### config.mk
export PLATFORM = sky130hd
export DESIGN_NAME = apb_uart_rx_regs
export DESIGN_NICKNAME = d
export VERILOG_FILES = /design/src/rtl/apb_uart_pkg.sv /design/src/rtl/apb_uart_rx_regs_rx_fifo.sv /design/src/rtl/apb_uart_rx_regs.sv
export SDC_FILE = /design/constraint.sdc
export NUM_CORES = 1
export LEC_CHECK = 0
export ABC_AREA = 1
export BUFFER_PORTS_ARGS = -buffer_cell sky130_fd_sc_hd__buf_2
export CAP_MARGIN = 20
export CORE_ASPECT_RATIO = 1.4
export CORE_MARGIN = 10
export CORE_UTILIZATION = 39
export DETAILED_ROUTE_END_ITERATION = 7
export PLACE_DENSITY = 0.57
export RECOVER_POWER = 100
export REMOVE_ABC_BUFFERS = 1
export SYNTH_ARGS = -nofsm -noshare
export SYNTH_HDL_FRONTEND = slang
export SYNTH_SLANG_ARGS = --single-unit
### constraint.sdc
create_clock -name clk -period 3.1 [get_ports clk]
set_clock_uncertainty 0.15 [all_clocks]
set_input_delay 0.31 -clock clk [delete_from_list [all_inputs] [get_ports clk]]
set_output_delay 0.31 -clock clk [all_outputs]
set_load 0.01 [all_outputs]
### src/rtl/apb_uart_pkg.sv
// Shared constants for the APB UART receive register block: address map,
// STATUS / IRQ_EN bit positions and the legal DATA_SIZE range.
package apb_uart_pkg;

   localparam logic [3:0] ADDR_STATUS    = 4'h0;
   localparam logic [3:0] ADDR_BP_LO     = 4'h2;
   localparam logic [3:0] ADDR_BP_HI     = 4'h3;
   localparam logic [3:0] ADDR_DATA_SIZE = 4'h4;
   localparam logic [3:0] ADDR_COUNT     = 4'h5;
   localparam logic [3:0] ADDR_RX_DATA   = 4'h6;
   localparam logic [3:0] ADDR_IRQ_EN    = 4'h7;
   localparam logic [3:0] ADDR_THRESH    = 4'h8;

   localparam int ST_NOT_EMPTY = 0;
   localparam int ST_FULL      = 1;
   localparam int ST_FIFO_OVF  = 2;
   localparam int ST_FRAMING   = 3;
   localparam int ST_OVERRUN   = 4;
   localparam int ST_THRESH    = 5;

   localparam int IE_NOT_EMPTY = 0;
   localparam int IE_ERROR     = 1;
   localparam int IE_THRESH    = 2;

   localparam logic [7:0] DS_MIN = 8'd5;
   localparam logic [7:0] DS_MAX = 8'd8;

   function automatic logic size_legal(input logic [7:0] v);
      return (v >= DS_MIN) && (v <= DS_MAX);
   endfunction

endpackage

### src/rtl/apb_uart_rx_regs_rx_fifo.sv
// Synchronous receive FIFO with a combinational head output. A push into a
// full FIFO is only accepted when a pop frees a slot in the same cycle.
module rx_fifo #(
   parameter int DEPTH  = 8,
   parameter int DATA_W = 8
) (
   input  logic                     clk,
   input  logic                     rst,
   input  logic                     push,
   input  logic                     pop,
   input  logic [DATA_W-1:0]        wdata,
   output logic [DATA_W-1:0]        rdata,
   output logic                     full,
   output logic                     empty,
   output logic [$clog2(DEPTH):0]   count
);

   localparam int AW = $clog2(DEPTH);
   localparam int CW = AW + 1;

   logic [DATA_W-1:0] mem [DEPTH];
   logic [AW-1:0]     wr_ptr;
   logic [AW-1:0]     rd_ptr;
   logic              do_push;
   logic              do_pop;

   assign full    = (count == CW'(DEPTH));
   assign empty   = (count == '0);
   assign do_pop  = pop & ~empty;
   assign do_push = push & (~full | do_pop);
   assign rdata   = mem[rd_ptr];

   always_ff @(posedge clk) begin
      if (rst) begin
         wr_ptr <= '0;
         rd_ptr <= '0;
         count  <= '0;
      end else begin
         if (do_push) wr_ptr <= wr_ptr + AW'(1);
         if (do_pop)  rd_ptr <= rd_ptr + AW'(1);
         case ({do_push, do_pop})
            2'b10:   count <= count + CW'(1);
            2'b01:   count <= count - CW'(1);
            default: count <= count;
         endcase
      end
   end

   // storage is never reset; the pointers alone define what is valid
   always_ff @(posedge clk) begin
      if (do_push) mem[wr_ptr] <= wdata;
   end

endmodule

### src/rtl/apb_uart_rx_regs.sv
// APB register block in front of the UART receiver: configuration registers,
// RX byte buffering, sticky W1C error flags and a maskable registered irq.
module apb_uart_rx_regs
   import apb_uart_pkg::*;
#(
   parameter int DEPTH = 8,
   parameter int BP_W  = 14
) (
   input  logic            clk,
   input  logic            rst,
   input  logic [7:0]      rx_data,
   input  logic            data_ready,
   input  logic            overrun_error,
   input  logic            framing_error,
   input  logic            psel,
   input  logic            penable,
   input  logic            pwrite,
   input  logic [3:0]      paddr,
   input  logic [7:0]      pwdata,
   output logic [7:0]      prdata,
   output logic            pslverr,
   output logic            data_read,
   output logic [3:0]      data_size,
   output logic [BP_W-1:0] bit_period,
   output logic            irq
);

   localparam int CW = $clog2(DEPTH) + 1;

   logic          access;
   logic          wr_acc;
   logic          rd_acc;
   logic          push_req;
   logic          pop_req;
   logic          ovf_set;
   logic          fifo_full;
   logic          fifo_empty;
   logic [CW-1:0] fifo_count;
   logic [7:0]    fifo_rdata;
   logic [CW-1:0] thresh;
   logic [2:0]    irq_en;
   logic [2:0]    irq_src;
   logic          fifo_ovf;
   logic          framing;
   logic          overrun;
   logic          thr_hit;
   logic [7:0]    w1c_mask;
   logic [7:0]    status;
   logic [15:0]   bp_ext;

   assign access   = psel & penable;
   assign wr_acc   = access & pwrite;
   assign rd_acc   = access & ~pwrite;
   assign push_req = data_ready & ~data_read;
   assign pop_req  = rd_acc & (paddr == ADDR_RX_DATA) & ~fifo_empty;
   assign ovf_set  = push_req & fifo_full & ~pop_req;
   assign thr_hit  = (fifo_count >= thresh);
   assign w1c_mask = (wr_acc && paddr == ADDR_STATUS) ? pwdata : 8'h00;
   assign bp_ext   = 16'(bit_period);

   rx_fifo #(.DEPTH(DEPTH), .DATA_W(8)) u_rx_fifo (
      .clk   (clk),
      .rst   (rst),
      .push  (push_req),
      .pop   (pop_req),
      .wdata (rx_data),
      .rdata (fifo_rdata),
      .full  (fifo_full),
      .empty (fifo_empty),
      .count (fifo_count)
   );

   always_comb begin
      status               = 8'h00;
      status[ST_NOT_EMPTY] = ~fifo_empty;
      status[ST_FULL]      = fifo_full;
      status[ST_FIFO_OVF]  = fifo_ovf;
      status[ST_FRAMING]   = framing;
      status[ST_OVERRUN]   = overrun;
      status[ST_THRESH]    = thr_hit;
      irq_src              = 3'b000;
      irq_src[IE_NOT_EMPTY] = ~fifo_empty;
      irq_src[IE_ERROR]     = fifo_ovf | framing | overrun;
      irq_src[IE_THRESH]    = thr_hit;
   end

   // read mux and slave-error decode, live only during the access phase
   always_comb begin
      prdata  = 8'h00;
      pslverr = 1'b0;
      if (access) begin
         case (paddr)
            ADDR_STATUS:    if (!pwrite) prdata = status;
            ADDR_BP_LO:     if (!pwrite) prdata = bp_ext[7:0];
            ADDR_BP_HI:     if (!pwrite) prdata = bp_ext[15:8];
            ADDR_DATA_SIZE: begin
               if (pwrite) pslverr = ~size_legal(pwdata);
               else        prdata  = {4'h0, data_size};
            end
            ADDR_COUNT: begin
               if (pwrite) pslverr = 1'b1;
               else        prdata  = 8'(fifo_count);
            end
            ADDR_RX_DATA: begin
               if (pwrite || fifo_empty) pslverr = 1'b1;
               else                      prdata  = fifo_rdata;
            end
            ADDR_IRQ_EN:    if (!pwrite) prdata = {5'h00, irq_en};
            ADDR_THRESH:    if (!pwrite) prdata = 8'(thresh);
            default:        pslverr = 1'b1;
         endcase
      end
   end

   always_ff @(posedge clk) begin
      if (rst) begin
         bit_period <= '0;
         data_size  <= 4'd8;
         irq_en     <= 3'b000;
         thresh     <= CW'(1);
         data_read  <= 1'b0;
         fifo_ovf   <= 1'b0;
         framing    <= 1'b0;
         overrun    <= 1'b0;
         irq        <= 1'b0;
      end else begin
         data_read <= push_req;
         // a set in the same cycle as its W1C wins
         fifo_ovf  <= (fifo_ovf & ~w1c_mask[ST_FIFO_OVF]) | ovf_set;
         framing   <= (framing  & ~w1c_mask[ST_FRAMING])  | framing_error;
         overrun   <= (overrun  & ~w1c_mask[ST_OVERRUN])  | overrun_error;
         irq       <= |(irq_en & irq_src);
         if (wr_acc) begin
            case (paddr)
               ADDR_BP_LO:     bit_period[7:0]      <= pwdata;
               ADDR_BP_HI:     bit_period[BP_W-1:8] <= pwdata[BP_W-9:0];
               ADDR_DATA_SIZE: if (size_legal(pwdata)) data_size <= pwdata[3:0];
               ADDR_IRQ_EN:    irq_en <= pwdata[2:0];
               ADDR_THRESH:    thresh <= pwdata[CW-1:0];
               default:        ;
            endcase
         end
      end
   end

endmodule

======== Yosys cells after proc, flatten, opt, wreduce, memory -nomap -nowiden ========
Memories as Yosys holds them, arrays and structs flattened. A register that Yosys moved wholly into a read port is not among the register bits.
Cells that the tools add are included.
Widths: inputs -> output; s select.
storage, ports and cells
  bits in writable memories ............... 64
  bits in registers ....................... 40
  word-level logic and storage cells ...... 94
  memories ................................ 1
  input bits .............................. 28
  output and inout bits ................... 29
operators by class
  magnitude comparators ................... 3
  bitwise operators ....................... 29
  $add $sub $neg .......................... 4
  equal/unequal tests ..................... 10
  reduce and logical (&&, ||, !) cells .... 13
  mux-type cells .......................... 21
memory list
  name           words  width  read ports  clocked after memory_dff  wr ports  line                            text
  u_rx_fifo.mem  8      8      1           1                         1         apb_uart_rx_regs_rx_fifo.sv:21  logic [DATA_W-1:0] mem [DEPTH];
operators with widths
  kind                 number
  $pmux 8 s8           1
  $mux 8               3
  $eq 4x3->1 const B   4
  $and 1x1->1          13
  $mux 4               3
  $mux 6               2
  $mux 3               3
  $not 1->1            9
  $eq 4x2->1 const B   2
  $eq 4x4->1 const B   2
  $ge 8x3->1 const B   1
  $le 8x4->1 const B   1
  $logic_not 4->1      2
  $pmux 4 s2           1
  $reduce_and 2->1     4
  $add 3x1->3 const B  2
  $mux 1               6
  $or 1x1->1           6
  $mux 5               1
  $reduce_or 5->1      1
  $add 4x1->4 const B  1
  $ge 4x4->1           1
  $pmux 1 s4           1
  $sub 4x1->4 const B  1
  other kinds (8)      9

======== Logic depth before layout (Yosys ltp) ========
Gate-level depths: netlist (run 1).
  depth after elaboration ................. 9
  mapped depth ............................ 16
  gate-level depth less buffers ........... 16

======== Cells and area by module ========
A second synthesis (run 1) with hierarchy kept.
unflattened totals
  cells, all modules ...................... 570
  area, all modules ....................... 5,106.1 um2
by module, submodules not included
  module            cells an instance  area an instance (um2)  times used
  rx_fifo           260                3,204.3                 1
  apb_uart_rx_regs  310                1,901.8                 1

======== Least setup slack after synthesis (run 1) ========
OpenSTA, ideal clock, no wires.
  kind .................................... input -> register
  start ................................... input port paddr[2]
  end ..................................... register u_rx_fifo.count[3]
  stages .................................. 15
  setup slack ............................. 820 ps
  arrival ................................. 2,017 ps
  setup time .............................. 113 ps
  path through ............................ inv_1 > nor2_1 > nand4_1 > nand3_2 > nand2_2 > ha_1 > ha_1 > nand2_1 > inv_1 > o21ai_0 > nand2_1 > nand2_1 > nand3_1 > nor2_1 > nor2_1
between the ends
  longest elaborated chain between the ends .. 8
ends and longest elaborated chain
  item                                             line                            text
  start, declared                                  apb_uart_rx_regs.sv:18          input logic [3:0] paddr,
  $eq 4x3->1 *                                     apb_uart_rx_regs.sv:55          assign pop_req = rd_acc & (paddr == ADDR_RX_DATA) & ~fifo_empty;
  $and 1x1->1 * (2 in series)                      apb_uart_rx_regs.sv:55
  $and 1x1->1 *                                    apb_uart_rx_regs_rx_fifo.sv:29  assign do_pop = pop & ~empty;
  $or 1x1->1                                       apb_uart_rx_regs_rx_fifo.sv:30  assign do_push = push & (~full | do_pop);
  $and 1x1->1                                      apb_uart_rx_regs_rx_fifo.sv:30
  $eq 2x1->1 or $eq 2x2->1 (tied branches)         apb_uart_rx_regs_rx_fifo.sv:41  case ({do_push, do_pop})
  $pmux 4 s2 or $reduce_bool 2->1 (tied branches)  -
  end signal, assigned                             apb_uart_rx_regs_rx_fifo.sv:42  2'b10: count <= count + CW'(1);
  end signal, assigned                             apb_uart_rx_regs_rx_fifo.sv:43  2'b01: count <= count - CW'(1);
  end signal, assigned                             apb_uart_rx_regs_rx_fifo.sv:44  default: count <= count;
  end, declared                                    apb_uart_rx_regs_rx_fifo.sv:15  output logic [$clog2(DEPTH):0] count
Mark *: on every way between the ends. The rest lies on a longest branch, timed or not.
A chain may end at the register's enable or synchronous reset.

======== Worst setup path after layout (run 1) ========
  start ................................... register u_rx_fifo.count[0]
  end ..................................... output port prdata[5]
between the ends
  longest elaborated chain between the ends .. 5
ends and longest elaborated chain
  item                                                line                    text
  branches (longest 3 deep; another with $ge 4x4->1)  -
  $pmux 8 s8 *                                        apb_uart_rx_regs.sv:92  case (paddr)
  $mux 8 *                                            apb_uart_rx_regs.sv:91  if (access) begin
  end, declared                                       apb_uart_rx_regs.sv:20  output logic [7:0] prdata,
Every way passes the cells marked *.

==> results of run 1 <==
==> synthesized netlist by cell type, drive strengths merged <==
library cell,count,area (um^2)
nor2,93,379
nand2,92,353
edfxtp,64,1920
o21ai,64,324
inv,48,180
dfxtp,43,861
a21oi,33,169
nand3,30,160
o211ai,11,82.6
clkbuf,9,33.8
ha,9,113
nor3,7,51.3
buf,6,35.0
nand4,5,37.5
o221ai,4,35.0
o22ai,2,12.5
a31oi,1,6.26
and2,1,6.26
fa,1,20.0
nand3b,1,7.51
o31ai,1,7.51
xnor2,1,8.76
xor2,1,8.76
==> cells by family after synthesis <==
group	Yosys count	share of synthesized area
compound gates	116	0.132
fa+ha+maj	10	0.0276
simple gates	229	0.207
xor+xnor	2	0.00364
buf+inv	63	0.0517
flops	107	0.578
==> registers in the layout, indices dropped and copies added (netlist names), 3 cells and up, named ones only <==
name and flops:
data_size 4, u_rx_fifo.count 4, bit_period 14, u_rx_fifo.rd_ptr 3, u_rx_fifo.mem 64, irq_en 3, thresh 4, u_rx_fifo.wr_ptr 3
==> metal layers <==
| layer | up-vias | part of all wire | track usage |
|---|---|---|---|
| li1 | 1926 | - | - |
| met1 | 1807 | 0.42 | 0.187 |
| met2 | 102 | 0.52 | 0.278 |
| met3 | 13 | 0.044 | 0.0313 |
| met4 | 0 | 0.015 | 0.0415 |
| met5 | - | 0 | 0 |
==> worst max-delay path by stage <==
| stage | start | endpoint | depth (start not counted) |
|---|---|---|---|
| after global placement | paddr[2] | u_rx_fifo.count[3]$_SDFFE_PP0P_ | 17 |
| after detailed placement | paddr[2] | u_rx_fifo.count[3]$_SDFFE_PP0P_ | 17 |
| after global routing | paddr[1] | u_rx_fifo.count[3]$_SDFFE_PP0P_ | 17 |
| final | u_rx_fifo.count[0]$_SDFFE_PP0P_ | prdata[5] | 11 |
| after CTS | u_rx_fifo.count[0]$_SDFFE_PP0P_ | prdata[5] | 11 |
| after floorplan | paddr[2] | u_rx_fifo.count[3]$_SDFFE_PP0P_ | 16 |
==> power by group <==
| group | leakage (uW) | internal (uW) | switching (uW) |
|---|---|---|---|
| Clock | 0.000168 | 797 | 514 |
| Combinational | 0.000982 | 52.0 | 119 |
| Sequential | 0.000929 | 1530 | 18.2 |
==> area by class of cell <==
cell class	instances	share of cell area
Clock buffer	9	0.0407
Timing Repair Buffer	68	0.0527
Clock inverter	7	0.0222
Sequential cell	107	0.503
Inverter	48	0.0326
Tap cell	150	0.0339
Multi-Input combinational cell	357	0.315
==> critical path, cell delays in order, from the launching register on <==
cell and delay [ns]:
dfxtp_1 0.44, inv_1 0.15, ha_1 0.30, inv_1 0.03, nand2_1 0.05, a21oi_1 0.05
o21ai_0 0.31, nand2_1 0.14, nand3_1 0.11, nand2_1 0.08, nand2_1 0.09, clkbuf_1 0.16
==> metrics by stage <==
| stage | instance area, um^2 | util | std cells | total power [uW] |
|---|---|---|---|---|
| 6_report | 5530 | 0.454 | 746 | 3030 |
| 5_1_grt | 5530 | 0.454 | 746 | 3160 |
| 4_1_cts | 5650 | 0.463 | 746 | 3070 |
| 3_5_place_dp | 5300 | 0.435 | 730 | 1760 |
| 3_3_place_gp | 5300 | 0.435 | 730 | 1760 |
| 2_1_floorplan | 4740 | - | 512 | 1680 |
==> metrics.cfg, run 1 <==
[outcome]
status = finished clean

[hold_path]
whs_path_depth = 3
hold_path_end = overrun$_SDFF_PP0_
worst_hold_startpoint = overrun_error
min_path_type = in2reg

[detailed_routing]
vias = 3848
drt-pass1-iter-count = 5
routed_wl_mm = 13.1
vias_per_cell = 5.16
post-route-drc-count = 0
dr.first_iter.drc_count = 282
antenna_left = 0
wl_per_cell_um = 17.5

[cells_and_area]
drive_gt1_frac = 0.0738
layout.area.seq_um2 = 2780
syn_to_final_growth_pct = 14.9
final_cell_mix = nand2_1, nor2_1, o21ai_0, edfxtp_1
final_common_cell = nand2_1
final_nets = 629
fillers = 1233
antenna_cells = 0
multiInputGateArea_um2 = 1740

[sta]
max_freq_ghz = 0.365
min_period_over_period = 0.883
relSlewSlack = 0.386
rsz0062_at_grt = false
hold_viol_final = 0
drv_slew = 0
max_slew.worst_pin.slew_ns = 0.919
setup_ws_ns = 0.362
setup_viol = 0
tns_ns = 0
holdWs_ns = 0.0422
min_period_ns = 2.74

[die]
initial_core_util = 0.395
fp.dieW_um = 114
die-height_um = 151
core_um2 = 12200
rows = 48
pin_count = 57
die-area_um2 = 17200

[clocking]
cts_max_level = 3
cts_tree = done
insertion_delay_ns = 0.34
post_cts_resized = 0
clkSinkCount = 107
cts_setup_buffers = 0
clk_pin_slew_ns = 0.07
cts_buffer_depth = 2
numCtsBuffers = 9
ctsHoldBuffers = 0
cts-root-buf = clkbuf_16

[global_route]
grt-ovfl-total = 0
grt_util_all_layers = 0.156
grt_pass1_wl_mm = 21.0
antenna_found_initial = 0
grt_max_degree = 34
grt_pass1_vias = 3873

[placed_design]
pre_cts_ws_ns = 0.335
hpwl_mm = 9.76
numPortBuffers = 56
gp_congestion = 0.919

[pwr]
p_per_area_nw_per_um2 = 548
leakagePower_uw = 0.00208
ir_worst_vdd_uv = 319

[yosys]
syn_area_per_cell_um2 = 9.13
yosysWarnings = 0
ys_seq_area_frac = 0.578
synth_cell_types = 35
synth_area_um2 = 4810
synthCells = 527
ys_seq_elements = 107

[flow_run]
max_cap_violations = 0

[setup_path]
r2r_end = u_rx_fifo.count[3]$_SDFFE_PP0P_
critPathMaxFanout = 5
arrival_ns = 2.28
cp-start-kind = register
setup.worst_path.end_class = output pin
crit_type = reg2out
r2r_slack_ns = 0.49
critPathRequiredTime_ns = 2.64
reg2reg_depth = 14
regToRegStartpoint = u_rx_fifo.count[1]$_SDFFE_PP0P_

No activity file was read; power rests on OpenSTA's default activity.
==> run 2, diff against run 1 <==
Settings changed: CORE_UTILIZATION 39 to 52, HOLD_SLACK_MARGIN from default to 0.12, PLACE_DENSITY 0.57 to 0.72.
==> run 2 against run 1 <==
  * Worst setup slack worse by 0.058 ns
  * Final cell count down 3.8%
  * Clock power down 14%
  * Critical path depth down 3
  * Design area up 1.4%
  * Sequential power about the same
  * Maximum frequency down 2.1%
  * Sequential share of layout area down 0.67 points
  * Count of clock-buffer cells in the layout unchanged
  * Die area down 21%
  * Flip-flop and latch count unchanged
  * Critical path type unchanged
  * Critical endpoint is now prdata[6]
==> metrics.cfg, run 2 (synthesized netlist as in run 1, its figures left out) <==
[die]
pin_count = 57
initial_core_util = 0.533
die-area_um2 = 13600
die-height_um = 134
rows = 41
core_um2 = 9030
fp.dieW_um = 101

[sta]
rsz0062_at_grt = false
tns_ns = 0
max_slew.worst_pin.slew_ns = 0.898
max_freq_ghz = 0.358
hold_viol_final = 0
relSlewSlack = 0.401
min_period_ns = 2.80
drv_slew = 0
min_period_over_period = 0.902
setup_viol = 0

[placed_design]
dp_cells = 686
numPortBuffers = 56
gp_congestion = 0.946
dpl_cell_area_um2 = 5240
hpwl_mm = 9.18

[clocking]
numCtsBuffers = 9
cts_tree = done
cts_max_level = 3
insertion_delay_ns = 0.35
cts-root-buf = clkbuf_16
cts_buffer_depth = 2
cts_setup_buffers = 0
post_cts_resized = 0
clkSinkCount = 107
clk_pin_slew_ns = 0.08

[hold_path]
hold_path_end = thresh[0]$_SDFFE_PP1P_
worst_hold_startpoint = pwdata[0]
min_path_type = in2reg
whs_path_depth = 3

[flow_run]
max_cap_violations = 0

[cells_and_area]
drive_gt1_frac = 0.0851
final_core_util = 0.621
top_register = u_rx_fifo.mem
top_regs = u_rx_fifo.mem x64, bit_period x14
antenna_cells = 0
final_common_cell = nand2_1
final_nets = 644
largest_reg_flops = 64
final_cells = 718
syn_to_final_growth_pct = 16.4
multiInputGateArea_um2 = 1770
fillers = 780
layout.area.seq_um2 = 2780
final_cell_mix = nand2_1, nor2_1, o21ai_0, edfxtp_1, inv_1
post-route-cell-area_um2 = 5600

[detailed_routing]
routed_wl_mm = 12.6
antenna_left = 0
dr.first_iter.drc_count = 285
drt-pass1-iter-count = 5
vias_per_cell = 5.57
wl_per_cell_um = 17.6
post-route-drc-count = 0
vias = 3999

[setup_path]
reg2reg_depth = 14
arrival_ns = 2.34
regToRegStartpoint = u_rx_fifo.count[1]$_SDFFE_PP0P_
crit_type = reg2out
cp-start-kind = register
critPathMaxFanout = 17
r2r_slack_ns = 0.50
setup.worst_path.end_class = output pin
r2r_end = u_rx_fifo.count[3]$_SDFFE_PP0P_
critPathRequiredTime_ns = 2.64

[global_route]
grt_pass1_wl_mm = 20.6
grt_pass1_vias = 4089
antenna_found_initial = 0
grt_util_all_layers = 0.192
grt_max_degree = 34
grt-ovfl-total = 0

[pwr]
switching_share = 0.244
power_frac_clock = 0.393
leakagePower_uw = 0.00213
ir_worst_vdd_uv = 436
comb_power_share = 0.066
p_per_area_nw_per_um2 = 511
internal_power_uw = 2170
seq_power_share = 0.541
p_switching_uw = 700

[outcome]
status = finished clean

## run 2: cell types whose count changed in the layout (fill, tap and decap cells not counted), sizes merged
| cell | change |
|---|---|
| bufinv | -3 |
| inv | +2 |
| clkinv | +1 |
| clkbuf | -1 |
| dlygate4sd3 | +16 |
## run 2: power groups by stage
stage	combinational, uW	sequential [uW]	clock (uW)
after floorplan	101	1580	0
after global placement	175	1580	0
after detailed placement	180	1580	0
after CTS	197	1550	1130
after global routing	216	1550	1190
final	190	1550	1130
## run 2: final cells by class
class / instances / share of cell area
Clock inverter: 7 / 0.0125
Multi-Input combinational cell: 357 / 0.315
Clock buffer: 9 / 0.0402
Inverter: 48 / 0.0322
Tap cell: 107 / 0.0239
Timing Repair Buffer: 83 / 0.0793
Sequential cell: 107 / 0.497
## run 2: stage by stage
step	setup WS [ns]	power [uW]	hold slack, ns
global route	0.142	2950	0.170
detailed placement	0.396	1760	0.308
CTS	0.430	2880	0.150
finish	0.303	2870	0.152
floorplan	0.814	1680	0.229
global placement	0.469	1760	0.294
## run 2: timing repair
action                     in CTS  in global routing
hold buffers                   16                  0
hold endpoints to repair       74                  0
setup endpoints to repair       0                  0
## run 2: worst max-delay path by stage
stage	end	slack [ns]	cells past startpoint
4_1_cts	prdata[5]	0.43	11
5_1_grt	u_rx_fifo.count[3]$_SDFFE_PP0P_	0.14	14
3_5_place_dp	u_rx_fifo.count[3]$_SDFFE_PP0P_	0.40	17
6_report	prdata[6]	0.30	8
3_3_place_gp	u_rx_fifo.count[3]$_SDFFE_PP0P_	0.47	17
2_1_floorplan	u_rx_fifo.count[3]$_SDFFE_PP0P_	0.81	16
## run 2: critical path: stages (launching register included)
cell and delay [ns]:
dfxtp_1 0.71, clkbuf_2 0.42, nor2_1 0.08, nor2_1 0.11, o21ai_0 0.11, o211ai_1 0.10, nand3_1 0.12, a21oi_1 0.14
clkbuf_1 0.19
## run 2: per-layer routing
layer / vias to the layer above / global-route usage / wire, um
li1: 1954 / - / -
met1: 1895 / 0.215 / 4840
met2: 120 / 0.333 / 6730
met3: 30 / 0.0324 / 646
met4: 0 / 0.105 / 429
met5: - / 0 / 0
==> run 3, diff against run 2 <==
Settings changed: BUFFER_PORTS_ARGS -buffer_cell sky130_fd_sc_hd__buf_2 to default, DONT_BUFFER_PORTS from default to 1, PLACE_DENSITY 0.72 to 0.67, SYNTH_HIERARCHICAL from default to 1.
Clock period 3.1 ns to 2.85 ns, I/O delays scaled along.
==> run 3 against run 2 <==
  * Clock power is essentially flat
  * Combinational power grew 20%
  * Count of clock-buffer cells in the layout grew 2
  * Final cell count grew 3.1%
  * Wire length grew 0.47%
  * Critical path depth grew 2
  * Global-route usage shrank 1.4 points
  * Sequential share of layout area shrank 0.74 points
  * Largest cell class unchanged
  * Design area grew 1.6%
  * Synthesized cell count grew 8.2%
  * Worst hold slack gained 0.025 ns
  * Register-to-register slack lost 0.17 ns
==> metrics.cfg, run 3 <==
[outcome]
status = finished clean

[placed_design]
pre_cts_ws_ns = 0.202
gp_congestion = 0.943
numPortBuffers = 0
dp_cells = 700
hpwl_mm = 9.33

[cells_and_area]
final_cell_mix = nand2_1, nor2_1, edfxtp_1
layout.area.seq_um2 = 2780
multiInputGateArea_um2 = 1910
top_regs = u_rx_fifo/mem x64, bit_period x14
final_common_cell = nand2_1
largest_reg_flops = 64
final_cells = 740
drive_gt1_frac = 0.0625
top_register = u_rx_fifo/mem
antenna_cells = 0
syn_to_final_growth_pct = 11.5
final_core_util = 0.598
fillers = 840
final_nets = 641

[detailed_routing]
vias_per_cell = 5.40
dr.first_iter.drc_count = 195
antenna_left = 0
wl_per_cell_um = 17.2
routed_wl_mm = 12.7
post-route-drc-count = 0
drt-pass1-iter-count = 4
vias = 3993

[yosys]
synth_flop_cell = edfxtp_1
synth_area_um2 = 5110
synthTopCellsByCount = nand2_1, nor2_1, edfxtp_1
syn_area_per_cell_um2 = 8.96
synth_edf_count = 64
synth_cell_types = 33
ys_seq_area_frac = 0.545
synth_top_area_share = 0.376
netlist_top_cells_area = edfxtp_1, dfxtp_1, nand2_1
yosysMostFrequentCell = nand2_1
ys_seq_elements = 107
yosysTopAreaCell = edfxtp_1
synthArstFlopShare = 0
synthCells = 570
yosysWarnings = 6

[global_route]
grt_util_all_layers = 0.178
grt_pass1_vias = 3911
grt-ovfl-total = 0
antenna_found_initial = 0
grt_max_degree = 34
grt_pass1_wl_mm = 19.9

[hold_path]
min_path_type = in2reg
worst_hold_startpoint = pwdata[2]

[clocking]
clk_pin_slew_ns = 0.07
cts_max_level = 3
cts-root-buf = clkbuf_16
cts_setup_buffers = 0
cts_buffer_depth = 2
clkSinkCount = 107
numCtsBuffers = 9
insertion_delay_ns = 0.35
cts_tree = done

[pwr]
internal_power_uw = 2330
p_per_area_nw_per_um2 = 532
leakagePower_uw = 0.00213
comb_power_share = 0.075
ir_worst_vdd_uv = 318
seq_power_share = 0.556
switching_share = 0.230
power_frac_clock = 0.369
total_power_uw = 3030
p_switching_uw = 698

[setup_path]
path_cells = buf_12, inv_4, nor2_1, o22ai_1, nand2_1, nand2_1, nand2_1, o21ai_0, nor2_1, a21oi_1
setup.worst_path.end_class = output pin
crit_path_frequent_cell = nand2_1
slowest_delay_ns = 0.32
critPathMaxFanout = 33
regToRegStartpoint = u_rx_fifo/count[3]$_SDFFE_PP0P_
arrival_ns = 2.20
cpMaxStageDelayCell = dfxtp_1
critPathRequiredTime_ns = 2.41
cp-start-kind = register
crit_type = reg2out

[sta]
setup_viol = 0
rsz0062_at_grt = false
min_period_ns = 2.63
min_period_over_period = 0.924
max_slew.worst_pin.slew_ns = 0.649
hold_viol_final = 0
setup_ws_ns = 0.216
drv_slew = 0
max_freq_ghz = 0.380
tns_ns = 0
relSlewSlack = 0.567

[die]
core_um2 = 9510
fp.dieW_um = 104
pin_count = 57
die-area_um2 = 14200
rows = 42
initial_core_util = 0.537
die-height_um = 137

[flow_run]
max_cap_violations = 0

[run 3: path summary, 6_finish.rpt]
| kind | endpoint | slack [ns] | cells past startpoint |
|---|---|---|---|
| hold reg to reg | register | 0.32 | 2 |
| hold / removal | data_size[3]$_SDFFE_PP1P_ | 0.18 | 5 |
| setup / recovery | prdata[1] | 0.22 | 10 |
| setup reg to reg | u_rx_fifo/count[3]$_SDFFE_PP0P_ | 0.33 | 15 |
[run 3: layer usage]
metal  track usage  up-vias  routed length [um]
met3        0.0505       24                 919
met5             0        -                   0
met1         0.184     1867                4800
met2         0.333      117                6690
met4        0.0690        0                 299
li1              -     1985                   -
[run 3: area by class of cell]
| type | instances | share of cell area |
|---|---|---|
| Tap cell | 132 | 0.0290 |
| Multi-Input combinational cell | 385 | 0.336 |
| Clock buffer | 11 | 0.0409 |
| Inverter | 64 | 0.0426 |
| Sequential cell | 107 | 0.489 |
| Clock inverter | 4 | 0.00506 |
| Timing Repair Buffer | 37 | 0.0574 |
[run 3: timing repair]
action                                  in CTS  in global routing
endpoints found under the setup margin       0                 15
hold buffers                                25                  0
resized for setup                            0                  2
endpoints found under the hold margin      105                  0
[run 3: power groups by stage]
| stage | Combinational [uW] | Clock, uW | Sequential, uW |
|---|---|---|---|
| after floorplan | 136 | 0 | 1720 |
| after global placement | 183 | 0 | 1720 |
| after detailed placement | 187 | 0 | 1720 |
| after CTS | 236 | 1140 | 1690 |
| after global routing | 256 | 1190 | 1690 |
| final | 228 | 1120 | 1690 |
[run 3: metrics by stage]
stage / hold WS, ns / instance area, um^2
6_report: 0.177 / 5690
5_1_grt: 0.234 / 5690
4_1_cts: 0.152 / 5790
3_5_place_dp: 0.204 / 5280
3_3_place_gp: 0.206 / 5280
2_1_floorplan: 0.197 / 5010
[run 3: logic make-up after synthesis]
group / count (synthesis) / share of synthesized area
buf+inv: 78 / 0.0669
simple gates: 249 / 0.217
fa+ha+maj: 9 / 0.0235
flops: 107 / 0.545
xor+xnor: 1 / 0.00172
mux: 16 / 0.0314
compound gates: 110 / 0.115
[run 3: worst max-delay path, delay by kind of cell, from the launching register on]
kind	cells	cell delay (ns)
buffers and inverters	2	0.34
AOI/OAI and AO/OA	3	0.72
and+or+nand+nor	5	0.46
DFF	1	0.32
